--- config.mk ---
export PLATFORM = sky130hd
export DESIGN_NAME = cic_d_tdm
export DESIGN_NICKNAME = d
export VERILOG_FILES = /design/src/rtl/cic_d_tdm.sv
export SDC_FILE = /design/constraint.sdc
export NUM_CORES = 2
export LEC_CHECK = 0
export ABC_AREA = 1
export ABC_CLOCK_PERIOD_IN_PS = 11500
export CAP_MARGIN = 15
export CORE_ASPECT_RATIO = 1.25
export CORE_MARGIN = 2
export CORE_UTILIZATION = 39
export DETAILED_ROUTE_END_ITERATION = 8
export SETUP_SLACK_MARGIN = 0.2
export SYNTH_ARGS = -nofsm -noshare
export SYNTH_HDL_FRONTEND = slang
export SYNTH_SLANG_ARGS = --single-unit
--- constraint.sdc ---
create_clock -name clk -period 11.5 [get_ports clk]
set_input_delay 1.15 -clock clk [delete_from_list [all_inputs] [get_ports clk]]
set_output_delay 1.15 -clock clk [all_outputs]
set_load 0.01 [all_outputs]
--- src/rtl/cic_d_tdm.sv ---
// Multi-channel TDM CIC decimator: NUM_CH interleaved channels share one
// integrator/comb datapath, with runtime decimation ratio and an output FWFT FIFO.
module cic_d_tdm #(
  parameter int INP_DW     = 16,
  parameter int OUT_DW     = 32,
  parameter int NUM_CH     = 4,
  parameter int CIC_N      = 3,
  parameter int CIC_M      = 1,
  parameter int CIC_R_MAX  = 16,
  parameter int RATE_DW    = 16,
  parameter int FIFO_DEPTH = 8
) (
  input  logic                                          clk,
  input  logic                                          reset_n,
  input  logic signed [INP_DW-1:0]                      s_axis_in_tdata,
  input  logic                                          s_axis_in_tvalid,
  input  logic                                          s_axis_in_tlast,
  output logic                                          s_axis_in_tready,
  input  logic        [RATE_DW-1:0]                     s_axis_rate_tdata,
  input  logic                                          s_axis_rate_tvalid,
  output logic signed [OUT_DW-1:0]                      m_axis_out_tdata,
  output logic        [((NUM_CH > 1) ? $clog2(NUM_CH) : 1)-1:0] m_axis_out_tuser,
  output logic                                          m_axis_out_tlast,
  output logic                                          m_axis_out_tvalid,
  input  logic                                          m_axis_out_tready,
  output logic                                          sync_err
);

  localparam int B_MAX = INP_DW + CIC_N * $clog2(CIC_R_MAX * CIC_M);
  localparam int CH_W  = (NUM_CH > 1) ? $clog2(NUM_CH) : 1;
  localparam int PTR_W = (FIFO_DEPTH > 1) ? $clog2(FIFO_DEPTH) : 1;
  localparam int CNT_W = $clog2(FIFO_DEPTH + 1);
  localparam logic [CH_W-1:0]    LAST_CH  = CH_W'(NUM_CH - 1);
  localparam logic [RATE_DW-1:0] RATE_MAX = RATE_DW'(CIC_R_MAX);

  typedef logic signed [B_MAX-1:0] acc_t;
  typedef struct packed {
    logic [CH_W-1:0]   ch;
    logic [OUT_DW-1:0] data;
  } fifo_word_t;

  logic [CH_W-1:0]    ch_cnt_q, ch_cnt_d;
  logic [RATE_DW-1:0] dec_cnt_q, dec_cnt_d;
  logic [RATE_DW-1:0] rate_q, rate_d;
  logic [RATE_DW-1:0] rate_pend_q, rate_pend_d;
  logic               pend_vld_q, pend_vld_d;
  logic               started_q, started_d;
  logic               sync_err_q, sync_err_d;
  logic               rdy_en_q;
  logic               accept, last_ch, dec_frame, dec_wrap, push_comb;

  acc_t integ_q [NUM_CH][CIC_N];
  acc_t dly_q   [NUM_CH][CIC_N][CIC_M];
  acc_t integ_new [CIC_N];
  acc_t comb_x    [CIC_N+1];
  acc_t             comb_q;
  logic             comb_vld_q;
  logic [CH_W-1:0]  comb_ch_q;
  logic [OUT_DW-1:0] out_word;

  fifo_word_t        mem_q [FIFO_DEPTH];
  fifo_word_t        head;
  logic [PTR_W-1:0]  wr_ptr_q, rd_ptr_q;
  logic [CNT_W-1:0]  count_q, count_d;
  logic              fifo_push, fifo_pop;

  function automatic logic [RATE_DW-1:0] clamp_rate(input logic [RATE_DW-1:0] r);
    logic [RATE_DW-1:0] c;
    c = r;
    if (r == '0)            c = RATE_DW'(1);
    else if (r > RATE_MAX)  c = RATE_MAX;
    return c;
  endfunction

  function automatic logic [PTR_W-1:0] ptr_inc(input logic [PTR_W-1:0] p);
    return (p == PTR_W'(FIFO_DEPTH - 1)) ? '0 : p + PTR_W'(1);
  endfunction

  assign accept    = s_axis_in_tvalid && s_axis_in_tready;
  assign last_ch   = (ch_cnt_q == LAST_CH);
  assign dec_frame = (dec_cnt_q == rate_q - RATE_DW'(1));
  assign dec_wrap  = accept && last_ch && dec_frame;
  assign push_comb = accept && dec_frame;

  // Integrator chain and comb chain for the channel currently on the bus.
  always_comb begin
    integ_new[0] = integ_q[ch_cnt_q][0] + acc_t'(s_axis_in_tdata);
    for (int k = 1; k < CIC_N; k++)
      integ_new[k] = integ_q[ch_cnt_q][k] + integ_new[k-1];
    comb_x[0] = integ_new[CIC_N-1];
    for (int k = 0; k < CIC_N; k++)
      comb_x[k+1] = comb_x[k] - dly_q[ch_cnt_q][k][CIC_M-1];
  end

  // NOTE: every always_comb output gets a default first, so no path leaves it unassigned and no latch is inferred.
  always_comb begin
    ch_cnt_d    = ch_cnt_q;
    dec_cnt_d   = dec_cnt_q;
    rate_d      = rate_q;
    rate_pend_d = rate_pend_q;
    pend_vld_d  = pend_vld_q;
    started_d   = started_q;
    sync_err_d  = sync_err_q;
    if (s_axis_rate_tvalid) begin
      rate_pend_d = clamp_rate(s_axis_rate_tdata);
      pend_vld_d  = 1'b1;
    end
    if (accept) begin
      started_d = 1'b1;
      if (s_axis_in_tlast != last_ch) sync_err_d = 1'b1;
      ch_cnt_d = (s_axis_in_tlast || last_ch) ? '0 : ch_cnt_q + CH_W'(1);
      if (last_ch) dec_cnt_d = dec_frame ? '0 : dec_cnt_q + RATE_DW'(1);
    end
    // A new ratio only lands where dec_cnt is zero, so dec_cnt never exceeds rate-1.
    if (pend_vld_d && ((!started_q && !accept) || dec_wrap)) begin
      rate_d     = rate_pend_d;
      pend_vld_d = 1'b0;
    end
  end

  // NOTE: sequential state uses non-blocking assignments so every register samples pre-edge values.
  always_ff @(posedge clk or negedge reset_n) begin
    if (!reset_n) begin
      ch_cnt_q    <= '0;
      dec_cnt_q   <= '0;
      rate_q      <= RATE_MAX;
      rate_pend_q <= '0;
      pend_vld_q  <= 1'b0;
      started_q   <= 1'b0;
      sync_err_q  <= 1'b0;
      rdy_en_q    <= 1'b0;
    end else begin
      ch_cnt_q    <= ch_cnt_d;
      dec_cnt_q   <= dec_cnt_d;
      rate_q      <= rate_d;
      rate_pend_q <= rate_pend_d;
      pend_vld_q  <= pend_vld_d;
      started_q   <= started_d;
      sync_err_q  <= sync_err_d;
      rdy_en_q    <= 1'b1;
    end
  end

  always_ff @(posedge clk or negedge reset_n) begin
    if (!reset_n) begin
      integ_q    <= '{default: '0};
      dly_q      <= '{default: '0};
      comb_q     <= '0;
      comb_vld_q <= 1'b0;
      comb_ch_q  <= '0;
    end else begin
      if (accept) begin
        for (int k = 0; k < CIC_N; k++) integ_q[ch_cnt_q][k] <= integ_new[k];
      end
      if (push_comb) begin
        for (int k = 0; k < CIC_N; k++) begin
          dly_q[ch_cnt_q][k][0] <= comb_x[k];
          for (int m = 1; m < CIC_M; m++) dly_q[ch_cnt_q][k][m] <= dly_q[ch_cnt_q][k][m-1];
        end
        comb_q    <= comb_x[CIC_N];
        comb_ch_q <= ch_cnt_q;
      end
      comb_vld_q <= push_comb;
    end
  end

  if (OUT_DW <= B_MAX) begin : g_trunc
    assign out_word = comb_q[B_MAX-1 -: OUT_DW];
  end else begin : g_sext
    assign out_word = OUT_DW'(comb_q);
  end

  // Output FIFO, first-word-fall-through.
  assign fifo_push = comb_vld_q;
  assign fifo_pop  = m_axis_out_tvalid && m_axis_out_tready;
  assign count_d   = count_q + CNT_W'(fifo_push) - CNT_W'(fifo_pop);

  // NOTE: the FIFO storage has no reset; count_q gates every read, so stale words are never visible.
  always_ff @(posedge clk) begin
    if (fifo_push) mem_q[wr_ptr_q] <= {comb_ch_q, out_word};
  end

  always_ff @(posedge clk or negedge reset_n) begin
    if (!reset_n) begin
      wr_ptr_q <= '0;
      rd_ptr_q <= '0;
      count_q  <= '0;
    end else begin
      if (fifo_push) wr_ptr_q <= ptr_inc(wr_ptr_q);
      if (fifo_pop)  rd_ptr_q <= ptr_inc(rd_ptr_q);
      count_q <= count_d;
    end
  end

  // Two free slots: one for the word already in the comb register, one for this beat.
  assign s_axis_in_tready  = rdy_en_q && (count_q <= CNT_W'(FIFO_DEPTH - 2));
  assign head              = mem_q[rd_ptr_q];
  assign m_axis_out_tvalid = (count_q != '0);
  assign m_axis_out_tdata  = m_axis_out_tvalid ? head.data : '0;
  assign m_axis_out_tuser  = m_axis_out_tvalid ? head.ch : '0;
  assign m_axis_out_tlast  = m_axis_out_tvalid && (head.ch == LAST_CH);
  assign sync_err          = sync_err_q;

endmodule
* Word level (Yosys, flattened, before mapping) *
Memory sizes are Yosys's and may differ from the RTL's.
Index checks and enable logic that the tools add are counted.

word-level totals
  register bits after elaboration = 767
  bits in writable memories = 272
  input port bits = 38
  memories kept = 1

operators by class
  add/subtract/negate cells = 13
  $lt $le $gt $ge = 4
  eq/ne operators = 6
  muxes and demuxes = 31
  bitwise operators = 1
  reductions and logical operators = 18

memory list
  memory  depth  bits a word  rd ports  clocked after Yosys merged registers in  wr ports  RTL line  source
  mem_q   8      34           1         0                                        1         61        fifo_word_t mem_q [FIFO_DEPTH];

operators by type and width
  kind                     count
  $bwmux W336              6
  $demux W84 S2            3
  $mux W84                 5
  $bmux W84 S2             2
  $sub A28 B28 Y28         3
  $mux W16                 4
  $add A28 B28 Y28         2
  $mux W56                 1
  $mux W32                 1
  $add A28 B16 Y28         1
  $mux W28                 1
  $add A16 B1 Y16 const B  1
  $eq A16 B16 Y1           1
  $gt A16 B5 Y1 const B    1
  $logic_not A16 Y1        1
  $sub A16 B1 Y16 const B  1
  $logic_and A1 B1 Y1      10
  $add A3 B1 Y3 const B    2
  $eq A3 B3 Y1 const B     2
  $mux W3                  2
  $add A4 B1 Y4            1
  $eq A2 B2 Y1 const B     2
  $le A4 B3 Y1 const B     1
  $mux W1                  4
  other kinds (11)         15

* Depth between registers and ports, before layout *
  depth in word-level cells = 10
  mapped depth = 70
  gate-level depth less buffers = 63

* Worst setup path before layout *
OpenSTA, ideal clock, no wires.

  path kind = reg2reg
  from = register ch_cnt_q[1]
  to = register comb_q[27]
  arrival = 10.184 ns
  data required time = 11.382 ns
  path slack = 1.198 ns
  cell stages (with the launch flop) = 67
  cells stage by stage = dfrtp_1 -> inv_1 -> buf_2 -> buf_1 -> buf_2 -> clkbuf_1 -> clkbuf_1 -> clkbuf_1 -> clkbuf_1 -> o21ai_0 -> o22ai_1 -> ha_1 -> a21o_1 -> a31oi_1 -> xnor2_1 -> ha_1 -> a21oi_1 -> inv_1 -> [... 31 more ...] -> nor2_1 -> nand3_1 -> nand4_1 -> xor2_1 -> ha_1 -> nand2_1 -> nor4_1 -> nand3_1 -> nand3_1 -> nand3_1 -> nand3_2 -> nand2_2 -> nand2_2 -> nand2_2 -> nand2_1 -> nand2_1 -> nand3_1 -> nand2_1

RTL lines
  item                    RTL line  source
  from (decl)             42        logic [CH_W-1:0] ch_cnt_q, ch_cnt_d;
  from (signal assigned)  133       ch_cnt_q <= ch_cnt_d;
  to (signal assigned)    160       comb_q <= comb_x[CIC_N];
  to (decl)               56        acc_t comb_q;

==> tab_implementation.tex <==
\begin{tabular}{lr}
\hline
Metric & Value \\
\hline
\multicolumn{2}{l}{\textbf{Layout}} \\
Count of inserted antenna diode cells & 0 \\
Share of layout cells above drive strength 1 & 6.81\% \\
Area delta synth->final & 12.5\% \\
Nets@finish & 6190 \\
\multicolumn{2}{l}{\textbf{STA}} \\
Final critical path time including I/O delays and setup & 10390 ps \\
Max Freq & 96.3 MHz \\
Setup\_tns & 0 ps \\
Final-report setup violation count & 0 \\
Transition time at the pin with the least slew margin & 1070 ps \\
Final worst clock skew & 83.7 ps \\
Worst relative slew slack & 28.3\% \\
Number of endpoints with negative hold slack in the final report & 0 \\
Final count of pins violating max slew & 0 \\
Setup repair after global routing missed its margin & no \\
Tcrit/Tclk final & 90.3\% \\
\multicolumn{2}{l}{\textbf{Floorplanning}} \\
DIE AREA & 135000 um\^{}2 \\
Std-Cell Core Area & 130000 um\^{}2 \\
Die Width & 328 um \\
Die extent in y & 410 um \\
Number of placed I/O pins & 76 \\
Starting utilization of the core area & 39.4\% \\
Standard-cell rows & 148 \\
\multicolumn{2}{l}{\textbf{Worst setup path}} \\
Required time of the worst setup path & 12140 ps \\
Startpoint of the most critical setup path & ch\_cnt\_q[0] \\
Highest net fanout along the worst path & 35 \\
Arrival time of the worst setup path & 11030 ps \\
Worst reg2reg setup slack & 1110 ps \\
Biggest cell delay along the critical path & 610 ps \\
Family with the most delay on the worst path & compound AO/OA/AOI/OAI gates \\
Slowest stage cell on the critical path & sky130\_fd\_sc\_hd\_\_dfrtp\_4 \\
Worst r2r src & ch\_cnt\_q[0] \\
Type of destination of the critical path & flip-flop \\
Most frequent CP cell & sky130\_fd\_sc\_hd\_\_nand2\_1 \\
Bufs and invs on worst path & 8 \\
Worst setup path class & reg -> reg \\
Nature of the critical path startpoint & flip-flop \\
\multicolumn{2}{l}{\textbf{CTS}} \\
Clock Tree Buf Depth & 3 \\
Total clock buffers created by CTS & 108 \\
TritonCTS clock tree & yes \\
Hold\_buf cts & 0 \\
Clock-pin transition on the worst setup and hold timing paths & 60 ps \\
Clk\_lat worst skew & 760 ps \\
Root buffer cell & sky130\_fd\_sc\_hd\_\_clkbuf\_16 \\
Number of clock sinks & 1007 \\
Number of H-tree branching levels & 3 \\
\multicolumn{2}{l}{\textbf{Global route}} \\
Initial antenna violation count & 1 \\
Global-route wire length before repair & 221000 um \\
Sum of overflow across all layers after global routing & 0 \\
Largest net degree at the start of global routing & 165 \\
GRT Total Usage & 20.5\% \\
Vias in the first global route & 40300 \\
\multicolumn{2}{l}{\textbf{Placed design}} \\
Number of buffer cells added on primary ports & 75 \\
Half-perimeter wire length after detailed placement & 88000 um \\
Placer's final routability congestion estimate & 0.955 \\
\multicolumn{2}{l}{\textbf{Synth}} \\
Post-synthesis cell count & 6033 \\
FFs w/ async S/R, synth & 76.2\% \\
Number of flops mapped to enable cells by yosys & 240 \\
Synthesized Nets & 6253 \\
Count of distinct cell types in the synthesized netlist & 69 \\
Proportion of synthesized chip area in sequential cells & 51.4\% \\
Synthesized cell area & 51300 um\^{}2 \\
Most used flip-flop cell after synthesis & sky130\_fd\_sc\_hd\_\_dfrtp\_1 \\
Post-Synthesis Mean Instance Area & 8.51 um\^{}2 \\
Count of warnings emitted by yosys & 0 \\
Flops \& latches, synth & 1007 \\
\multicolumn{2}{l}{\textbf{Routing}} \\
Per-cell routed wire length & 17.7 um \\
Wire length reported by the detailed router & 138000 um \\
Total via count after detailed routing & 40900 \\
First-pass DRT Iterations & 5 \\
DRC errors left & 0 \\
Antenna violation net count after detailed routing & 0 \\
Iter 0 DRT Violations & 2824 \\
Routed vias/inst & 5.25 \\
\multicolumn{2}{l}{\textbf{Hold path}} \\
Type of the worst min-delay path & in -> async \\
\multicolumn{2}{l}{\textbf{Status}} \\
Status & complete, no violations \\
\multicolumn{2}{l}{\textbf{Run}} \\
Max-cap check violation count & 0 \\
\hline
\end{tabular}
synth_stat cells, types with 6 or more instances:
master | number | share of area, %
sky130_fd_sc_hd__xnor2_1 | 50 | 0.85
sky130_fd_sc_hd__nor2_1 | 457 | 3.3
sky130_fd_sc_hd__o21ai_0 | 954 | 9.3
sky130_fd_sc_hd__o21bai_1 | 10 | 0.15
sky130_fd_sc_hd__inv_2 | 11 | 0.080
sky130_fd_sc_hd__inv_1 | 482 | 3.5
sky130_fd_sc_hd__nand3_2 | 15 | 0.29
sky130_fd_sc_hd__fa_1 | 7 | 0.27
sky130_fd_sc_hd__nor2_2 | 11 | 0.13
sky130_fd_sc_hd__a31oi_1 | 44 | 0.54
sky130_fd_sc_hd__nand2_2 | 40 | 0.49
sky130_fd_sc_hd__nand4_1 | 32 | 0.39
sky130_fd_sc_hd__nor3b_1 | 6 | 0.088
sky130_fd_sc_hd__nor3_1 | 22 | 0.21
sky130_fd_sc_hd__a32oi_1 | 17 | 0.29
sky130_fd_sc_hd__nor4_1 | 12 | 0.15
sky130_fd_sc_hd__or2_2 | 9 | 0.11
sky130_fd_sc_hd__o22ai_1 | 86 | 1.0
sky130_fd_sc_hd__a21oi_1 | 342 | 3.3
sky130_fd_sc_hd__ha_1 | 175 | 4.3
sky130_fd_sc_hd__mux2_2 | 9 | 0.20
sky130_fd_sc_hd__buf_4 | 6 | 0.088
sky130_fd_sc_hd__xor2_1 | 115 | 2.0
sky130_fd_sc_hd__nand2_1 | 1517 | 11
sky130_fd_sc_hd__mux2i_1 | 10 | 0.20
sky130_fd_sc_hd__edfxtp_1 | 240 | 14
sky130_fd_sc_hd__o21ai_1 | 10 | 0.098
sky130_fd_sc_hd__nand3_1 | 131 | 1.3
sky130_fd_sc_hd__buf_1 | 23 | 0.17
sky130_fd_sc_hd__a32o_1 | 59 | 1.2
sky130_fd_sc_hd__buf_2 | 19 | 0.19
sky130_fd_sc_hd__dfrtp_1 | 766 | 37
sky130_fd_sc_hd__a21o_1 | 12 | 0.18
sky130_fd_sc_hd__clkbuf_1 | 263 | 1.9
cell usage in the layout (no fill, tap or decap), types with 12 or more instances in the layout:
| cell type | Yosys | final |
|---|---|---|
| sky130_fd_sc_hd__clkdlybuf4s50_1 | 0 | 74 |
| sky130_fd_sc_hd__o22ai_1 | 86 | 86 |
| sky130_fd_sc_hd__inv_2 | 11 | 14 |
| sky130_fd_sc_hd__a32o_1 | 59 | 59 |
| sky130_fd_sc_hd__nand2_1 | 1517 | 1513 |
| sky130_fd_sc_hd__a21oi_1 | 342 | 340 |
| sky130_fd_sc_hd__clkbuf_16 | 0 | 109 |
| sky130_fd_sc_hd__buf_4 | 6 | 57 |
| sky130_fd_sc_hd__nand3_2 | 15 | 15 |
| sky130_fd_sc_hd__a32oi_1 | 17 | 17 |
| sky130_fd_sc_hd__nand3_1 | 131 | 131 |
| sky130_fd_sc_hd__nand4_1 | 32 | 32 |
| sky130_fd_sc_hd__edfxtp_1 | 240 | 240 |
| sky130_fd_sc_hd__dfrtp_1 | 766 | 762 |
| sky130_fd_sc_hd__xor2_1 | 115 | 107 |
| sky130_fd_sc_hd__nor2_2 | 11 | 15 |
| sky130_fd_sc_hd__clkbuf_8 | 0 | 22 |
| sky130_fd_sc_hd__nor3_1 | 22 | 21 |
| sky130_fd_sc_hd__o21ai_0 | 954 | 952 |
| sky130_fd_sc_hd__a21o_1 | 12 | 12 |
| sky130_fd_sc_hd__inv_1 | 482 | 475 |
| sky130_fd_sc_hd__clkbuf_1 | 263 | 16 |
| sky130_fd_sc_hd__nor2_1 | 457 | 447 |
| sky130_fd_sc_hd__bufinv_16 | 0 | 18 |
| sky130_fd_sc_hd__ha_1 | 175 | 175 |
| sky130_fd_sc_hd__o21ai_1 | 10 | 12 |
| sky130_fd_sc_hd__nand2_2 | 40 | 40 |
| sky130_fd_sc_hd__a31oi_1 | 44 | 43 |
| sky130_fd_sc_hd__xnor2_1 | 50 | 49 |
| sky130_fd_sc_hd__nor4_1 | 12 | 12 |
| sky130_fd_sc_hd__clkinv_2 | 2 | 24 |
stage by stage:
| stage | util [%] | hold slack, ps | setup slack [ps] | cells | instance area, um^2 |
|---|---|---|---|---|---|
| final | 44.3 | 394 | 1110 | 7789 | 57700 |
| after global routing | 44.3 | 443 | 188 | 7789 | 57700 |
| after CTS | 44.2 | 394 | 622 | 7788 | 57600 |
| after detailed placement | 41.2 | 458 | 401 | 7584 | 53600 |
| after global placement | 41.2 | 453 | 452 | 7584 | 53600 |
| after floorplan | - | 437 | 1200 | 6033 | 51300 |
area by class of cell:
cell class                      instances  area (um^2)
Sequential cell                      1007        26400
Multi-Input combinational cell       4215        22000
Tap cell                             1725         2160
Clock buffer                          147         3090
Inverter                              500         1910
Fill cell                           12900        72600
Clock inverter                         57          885
Timing Repair Buffer                  138         1270
routing by layer:
layer,global-route usage [%],wire length (um),vias to the layer above,part of all wire [%]
li1,-,-,20000,-
met1,26.1,59600,19700,43
met2,35.3,67700,894,49
met3,2.32,5290,299,3.8
met4,8.27,5530,0,4.0
met5,0,0,-,0
final timing paths:
path,end,cells after the start
setup reg to reg,comb_q[27],56
max in group asynchronous,rd_ptr_q[0],3
hold reg to reg,integ_q[30],2
setup / recovery,comb_q[27],56
min in group clk,integ_q[30],2
hold / removal,integ_q[81],1
registers in the layout, summed over array words and instances (netlist names):
name and count:
count_q 4, ch_cnt_q 2, mem_q 240, dly_q 336
wr_ptr_q 3, rate_pend_q 16, started_q 1, rd_ptr_q 3
rdy_en_q 1, sync_err 1, rate_q 16, integ_q 336
pend_vld_q 1, comb_q 28, comb_vld_q 1, comb_ch_q 2
dec_cnt_q 16
kinds of logic (layout without fill, tap and decap cells):
kind of cell             after synthesis  count (layout)  synth area share [%]
multiplexers                          19              19                 0.392
adder cells (fa/ha/maj)              182             182                  4.54
other                                  1               1               0.00731
flip-flops                          1007            1007                  51.4
buffers and inverters                811             842                  6.03
AND/OR/NAND/NOR                     2276            2276                  18.0
AO/OA/AOI/OAI                       1570            1570                  16.7
XOR/XNOR                             167             167                  2.89
timing repair:
action	in CTS	in global routing
setup endpoints to repair	0	13
resized for setup	0	20
buffers inserted	0	1
Power is not shown: default switching activity piles up to over one toggle a cycle in this logic, so the estimate is an artifact.
